### config.mk
export PLATFORM = sky130hd
export DESIGN_NAME = ehl_fifo_rd_prefetch_flat
export DESIGN_NICKNAME = d
export VERILOG_FILES = /design/src/rtl/ehl_cdc_pkg.sv /design/src/rtl/ehl_fifo_rd_prefetch_if.sv /design/src/rtl/ehl_fifo_rd_prefetch_skid.sv /design/src/rtl/ehl_fifo_rd_prefetch.sv /design/src/flat_wrapper.sv
export SDC_FILE = /design/constraint.sdc
export NUM_CORES = 1
export LEC_CHECK = 0
export CELL_PAD_IN_SITES_DETAIL_PLACEMENT = 0
export CELL_PAD_IN_SITES_GLOBAL_PLACEMENT = 1
export CORE_ASPECT_RATIO = 1.25
export CORE_MARGIN = 1.5
export CORE_UTILIZATION = 45
export CTS_CLUSTER_SIZE = 28
export DETAILED_ROUTE_END_ITERATION = 16
export HOLD_SLACK_MARGIN = 0.1
export PLACE_DENSITY_LB_ADDON = 0.1
export SYNTH_ARGS = -nofsm -noshare
export SYNTH_HDL_FRONTEND = slang
export SYNTH_SLANG_ARGS = --single-unit
### constraint.sdc
create_clock -name rclk -period 2.4 [get_ports rclk]
set_input_delay 0.72 -clock rclk [delete_from_list [all_inputs] [get_ports rclk]]
set_output_delay 0.72 -clock rclk [all_outputs]
set_load 0.01 [all_outputs]
### src/rtl/ehl_cdc_pkg.sv
// ehl_cdc_pkg: shared constants and helpers for the ehl FIFO read path.
package ehl_cdc_pkg;
  localparam int EHL_RD_LAT_MAX = 3;
  function automatic int ehl_clog2(input int v);
    int r;
    r = 0;
    while ((1 << r) < v) r++;
    return r;
  endfunction
endpackage

### src/rtl/ehl_fifo_rd_prefetch_if.sv
// ehl_fifo_rd_prefetch_if: first-word-fall-through valid/ready stream.
interface ehl_fifo_rd_prefetch_if #(parameter int DATA_WIDTH = 8);
  logic valid;
  logic ready;
  logic [DATA_WIDTH-1:0] data;
  modport master(output valid, output data, input ready);
  modport slave(input valid, input data, output ready);
endinterface

### src/rtl/ehl_fifo_rd_prefetch_skid.sv
// ehl_fifo_rd_skid: circular landing buffer for prefetched FIFO words; depth need not be a power of two.
module ehl_fifo_rd_skid import ehl_cdc_pkg::*; #(
  parameter int DATA_WIDTH = 8,
  parameter int DEPTH = 3,
  parameter int CNT_W = 2
) (
  input  logic                  rclk,
  input  logic                  reset_n,
  input  logic                  clr,
  input  logic                  push,
  input  logic                  pop,
  input  logic [DATA_WIDTH-1:0] wdata,
  output logic [CNT_W-1:0]      occ,
  output logic [DATA_WIDTH-1:0] rdata
);
  localparam int PW = ehl_clog2(DEPTH);
  logic [PW-1:0] wptr_q, wptr_d, rptr_q, rptr_d;
  logic [CNT_W-1:0] occ_q, occ_d;
  logic [DATA_WIDTH-1:0] mem_q [DEPTH];
  logic [DATA_WIDTH-1:0] mem_d [DEPTH];
  always_comb begin
    wptr_d = clr ? '0 : push ? (wptr_q == PW'(DEPTH - 1) ? '0 : wptr_q + PW'(1)) : wptr_q;
    rptr_d = clr ? '0 : pop ? (rptr_q == PW'(DEPTH - 1) ? '0 : rptr_q + PW'(1)) : rptr_q;
    occ_d = clr ? '0 : occ_q + CNT_W'(push) - CNT_W'(pop);
    mem_d = mem_q;
    if (push && !clr) mem_d[wptr_q] = wdata;
  end
  always_ff @(posedge rclk or negedge reset_n) begin
    if (!reset_n) begin
      wptr_q <= '0;
      rptr_q <= '0;
      occ_q <= '0;
      for (int i = 0; i < DEPTH; i++) mem_q[i] <= '0;
    end else begin
      wptr_q <= wptr_d;
      rptr_q <= rptr_d;
      occ_q <= occ_d;
      mem_q <= mem_d;
    end
  end
  assign occ = occ_q;
  assign rdata = mem_q[rptr_q];
endmodule

### src/rtl/ehl_fifo_rd_prefetch.sv
// ehl_fifo_rd_prefetch: async-FIFO read-side prefetcher hiding RD_LATENCY behind a FWFT stream.
// EHL_FIFO_RD_PREFETCH_FLUSH_EN adds a synchronous flush that discards buffered and in-flight words.
module ehl_fifo_rd_prefetch import ehl_cdc_pkg::*; #(
  parameter int DATA_WIDTH = 8,
  parameter int RD_LATENCY = 1,
  localparam int SKID_DEPTH = RD_LATENCY + 2,
  localparam int CNT_W = ehl_clog2(SKID_DEPTH + 1)
) (
  input  logic                  rclk,
  input  logic                  reset_n,
  output logic                  fifo_rd,
  input  logic                  fifo_empty,
  input  logic [DATA_WIDTH-1:0] fifo_rdata,
  ehl_fifo_rd_prefetch_if.master m,
`ifdef EHL_FIFO_RD_PREFETCH_FLUSH_EN
  input  logic                  flush,
`endif
  output logic [CNT_W-1:0]      level
);
  localparam int TW = RD_LATENCY > 0 ? RD_LATENCY : 1;
  if (RD_LATENCY < 0 || RD_LATENCY > EHL_RD_LAT_MAX) begin : g_bad_lat
    $error("RD_LATENCY out of range");
  end
  logic clr, push;
  logic [TW-1:0] tag_q, tag_d, live;
  logic [CNT_W-1:0] occ, inflight;
  logic [DATA_WIDTH-1:0] rdata;
`ifdef EHL_FIFO_RD_PREFETCH_FLUSH_EN
  logic [TW-1:0] disc_q, disc_d;
  assign clr = flush;
  assign live = tag_q & ~disc_q;
  always_comb disc_d = RD_LATENCY == 0 ? '0 : (disc_q | (flush ? tag_q : '0)) << 1;
  always_ff @(posedge rclk or negedge reset_n)
    if (!reset_n) disc_q <= '0;
    else disc_q <= disc_d;
`else
  assign clr = 1'b0;
  assign live = tag_q;
`endif
  // Issue is gated only by registered state, so m_ready never reaches fifo_rd.
  always_comb begin
    inflight = '0;
    for (int i = 0; i < RD_LATENCY; i++) inflight = inflight + CNT_W'(live[i]);
    fifo_rd = reset_n && !clr && !fifo_empty && (occ + inflight < CNT_W'(SKID_DEPTH));
    tag_d = RD_LATENCY == 0 ? '0 : (tag_q << 1) | TW'(fifo_rd);
    push = RD_LATENCY == 0 ? fifo_rd : live[TW-1];
    level = occ + inflight;
  end
  always_ff @(posedge rclk or negedge reset_n)
    if (!reset_n) tag_q <= '0;
    else tag_q <= tag_d;
  ehl_fifo_rd_skid #(.DATA_WIDTH(DATA_WIDTH), .DEPTH(SKID_DEPTH), .CNT_W(CNT_W)) u_skid (
    .rclk(rclk),
    .reset_n(reset_n),
    .clr(clr),
    .push(push),
    .pop(m.valid && m.ready),
    .wdata(fifo_rdata),
    .occ(occ),
    .rdata(rdata)
  );
  assign m.valid = occ != '0;
  assign m.data = rdata;
endmodule

### src/flat_wrapper.sv
// flat-port wrapper written by rule: the top's interface ports become plain ports
module ehl_fifo_rd_prefetch_flat import ehl_cdc_pkg::*;
#(
  parameter int DATA_WIDTH = 8,
  parameter int RD_LATENCY = 1,
  localparam int SKID_DEPTH = RD_LATENCY + 2,
  localparam int CNT_W = ehl_clog2(SKID_DEPTH + 1)
)
  (rclk, reset_n, fifo_rd, fifo_empty, fifo_rdata, level, m_valid, m_data, m_ready);
  ehl_fifo_rd_prefetch_if #(.DATA_WIDTH(DATA_WIDTH)) m_i ();
  input  logic rclk;
  input  logic reset_n;
  output logic fifo_rd;
  input  logic fifo_empty;
  input  logic [DATA_WIDTH-1:0] fifo_rdata;
  output logic [CNT_W-1:0] level;
  output wire logic [$bits(m_i.valid)-1:0] m_valid;
  output wire logic [$bits(m_i.data)-1:0] m_data;
  input wire logic [$bits(m_i.ready)-1:0] m_ready;
  assign m_valid = m_i.valid;
  assign m_data = m_i.data;
  assign m_i.ready = m_ready;
  ehl_fifo_rd_prefetch #(.DATA_WIDTH(DATA_WIDTH), .RD_LATENCY(RD_LATENCY)) u_core (.rclk(rclk), .reset_n(reset_n), .fifo_rd(fifo_rd), .fifo_empty(fifo_empty), .fifo_rdata(fifo_rdata), .m(m_i), .level(level));
endmodule
==> flow_summary_export.csv <==
group,metric,value,unit
pwr,p_leak,0.799,nW
routing,wl_met1,1.03,mm
synth,synth_cell_types,19,
synth,ys.flop_type,"dfrtp_1",
critical_path,critPathLaunch,"u_core.u_skid.occ[0]",
global_routing,grt_max_degree,32,
clocking,cts_setup_buffers,0,
pwr,powerDensity,1310,nW/um2
clocking,clockBufferDepth,2,
synth,synthTopCellsByArea,"dfrtp_1 (56%), mux2_2 (21%), mux2i_1 (5.8%)",
sta,min_period,2.32,ns
sta,fmax,431,MHz
floorplan,die_height,64.9,um
global_routing,grt_pass1_wl,4.41,mm
synth,postSynthAreaPerCell,14.2,um2
routing,finalWirelength,2.48,mm
synth,synth_edf_count,0,
synth,netlist.top_cell.by_area,"dfrtp_1",
synth,synth_commonest_cells,"dfrtp_1 (31), mux2_2 (26), mux2i_1 (8), o2bb2ai_1 (8), inv_1 (5)",
finish,num_antenna_cells,0,
finish,drive_gt1_share,34.1,%
worst_hold_path,hold_start,"u_core.u_skid.mem_q[9]",
routing,route.met3.wl,95,um
floorplan,core,2920,um2
floorplan,ios,24,
sta,slew_headroom,60.4,%
finish,finish.utilization,60.2,%
critical_path,r2r_setup_slack,0.87,ns
clocking,tritoncts,"done",
floorplan,die_area,3410,um2
critical_path,max_stage_delay,0.54,ns
global_routing,grt_pass1_vias,980,
synth,synth-seq-cells,31,
routing,final_antenna_net_count,0,
global_routing,overflow,0,
sta,hold_ws,0.512,ns
synth,yosysSeqAreaShare,56.2,%
worst_hold_path,hp-class,"flop to flop",
clocking,cts_sinks,31,
finish,finalNetCount,145,
placement,dp.cells,160,
clocking,clk_pin_slew,0.09,ns
synth,synth_cells,97,
synth,syn_nets,111,
flow_run,maxCapViolations,0,
sta,setup_viol,0,
sta,hold_violations,0,
clocking,cts-buffers-inserted,5,
finish,layout.cells.non_filler,168,
routing,wl_met2,1.28,mm
finish,area_growth,27.2,%
sta,worst_slew_pin_slew,0.593,ns
global_routing,antenna_found_initial,0,
synth,synth_most_common_cell,"dfrtp_1",
routing,firstDrtPassIters,4,
status,status,"finished, final reports clean",
routing,via_count,879,
clocking,clkLatencyLatePin,0.33,ns
routing,remaining_drc_errors,0,
routing,wire_per_inst,14.8,um
pwr,ir_drop,0.825,mV
placement,portBuffers,23,
sta,fin_crit_sh,96.7,%
routing,via_per_inst,5.23,
critical_path,crit_chain,"ha_1, clkdlybuf4s50_1",
critical_path,critPathCaptureType,"primary output",
synth,async_reset_ff_share,100,%
critical_path,critPathMaxFanout,3,
critical_path,r2r_cells,3,
clocking,root_buffer,"clkbuf_4",
floorplan,start_util,47.3,%
routing,first_iter_violations,5,
routing,topRoutingLayerUsed,"met4",
worst_hold_path,hold_end,"u_core.u_skid.mem_q[9]",
placement,place_congestion,0.654,
worst_hold_path,hold_depth,1,
synth,netlist_area,1380,um2
critical_path,r2r-start,"u_core.live",
critical_path,r2r-end,"u_core.u_skid.mem_q[19]",
critical_path,crit_path_top_delay_cell,"clkdlybuf4s50_1",
placement,hpwl,1.72,mm
critical_path,required,1.68,ns
global_routing,grtUsageTotal,18.4,%
sta,skew,0.00703,ns
critical_path,cp.arrival,1.60,ns
clocking,htreeDepth,2,
critical_path,crit_type,"flop to primary output",
critical_path,start_kind,"flop",
floorplan,num_rows,22,
sta,rsz0062_at_grt,"no",
synth,yosys_warnings,0,
floorplan,die_w,52.6,um
synth,yosysTopAreaCellShare,56.2,%
sta,drv_slew,0,
==> state kept, by name, indices dropped and copies added, names as in the netlist <==
| signal | flops |
|---|---|
| u_core.live | 1 |
| u_core.u_skid.rptr_q | 2 |
| u_core.u_skid.occ | 2 |
| u_core.u_skid.wptr_q | 2 |
| u_core.u_skid.mem_q | 24 |
==> cells by family (layout without fill, tap and decap cells) <==
logic type               Yosys count  count (layout)  synth area share [%]
AO/OA/AOI/OAI                     12              12                  6.70
XOR/XNOR                           2               2                  1.27
AND/OR/NAND/NOR                    8               8                  4.80
flip-flops                        31              31                  56.2
buffers and inverters              8              43                  2.26
multiplexers                      34              34                  27.0
adder cells (fa/ha/maj)            2               2                  1.81
==> critical path: cells and delay by family, from the launching register on <==
| kind | cells | cell delay (ns) |
|---|---|---|
| fa+ha+maj | 1 | 0.32 |
| flops | 1 | 0.40 |
| buf+inv | 1 | 0.54 |
==> where the power goes <==
group | switching, W | internal, W
Sequential | 0.000148 | 0.000783
Clock | 0.000173 | 0.000172
Combinational | 0.000436 | 0.000597
Total | 0.000757 | 0.00155
==> through the flow <==
stage          cell area (um2)  worst slack, ns  setup TNS, ns  total power [W]
5_1_grt                   1760           0.0256              0          0.00249
3_5_place_dp              1700           -0.318         -0.318          0.00208
3_3_place_gp              1700           -0.315         -0.315          0.00204
6_report                  1760           0.0794              0          0.00231
4_1_cts                   1760           0.0532              0          0.00235
2_1_floorplan             1380            0.568              0          0.00157
==> placed cells by master, fill, tap and decap left out <==
| cell type | netlist | layout |
|---|---|---|
| dfrtp_1 | 31 | 31 |
| mux2_2 | 26 | 26 |
| clkdlybuf4s50_1 | 0 | 13 |
| dlygate4sd2_1 | 0 | 9 |
| mux2i_1 | 8 | 8 |
| o2bb2ai_1 | 8 | 8 |
| buf_4 | 0 | 7 |
| inv_1 | 5 | 5 |
| clkbuf_4 | 0 | 5 |
| o21ai_0 | 2 | 2 |
| nor2b_1 | 2 | 2 |
| ha_1 | 2 | 2 |
| clkbuf_8 | 0 | 2 |
| or2_2 | 1 | 1 |
| xor2_2 | 0 | 1 |
| xor2_1 | 2 | 1 |
| nand2b_1 | 1 | 1 |
| a21oi_1 | 1 | 1 |
| nor3b_4 | 1 | 1 |
| nand3b_2 | 1 | 1 |
| nand3b_1 | 1 | 1 |
| a21o_1 | 1 | 1 |
| nor2_1 | 1 | 1 |
| clkbuf_1 | 2 | 1 |
| buf_2 | 1 | 1 |
==> layout make-up <==
class / count / area, um2
flip-flops and latches: 31 / 776
fillers: 262 / 1160
well taps: 36 / 45.0
multi-input cells: 58 / 582
clock buffers: 8 / 68.8
inverters: 5 / 18.8
repair buffers: 30 / 267
==> per-layer routing <==
| layer | vias to the layer above | track usage [%] |
|---|---|---|
| met5 | - | 0 |
| met4 | 0 | 11.5 |
| met3 | 8 | 4.15 |
| met2 | 17 | 30.5 |
| met1 | 436 | 20.9 |
| li1 | 418 | - |
==> repair_timing <==
item	CTS	global route
resized for setup	14	0
hold buffers	0	0
hold endpoints to repair	0	0
setup endpoints to repair	10	0
==> worst max-delay path by stage <==
stage,slack (ns),end,cells after the start
after global placement,-0.31,fifo_rd,4
after global routing,0.03,level[0],2
after CTS,0.05,level[0],2
final,0.08,level[0],2
after detailed placement,-0.32,fifo_rd,4
after floorplan,0.57,fifo_rd,3
(Power assumes the default switching activity.)
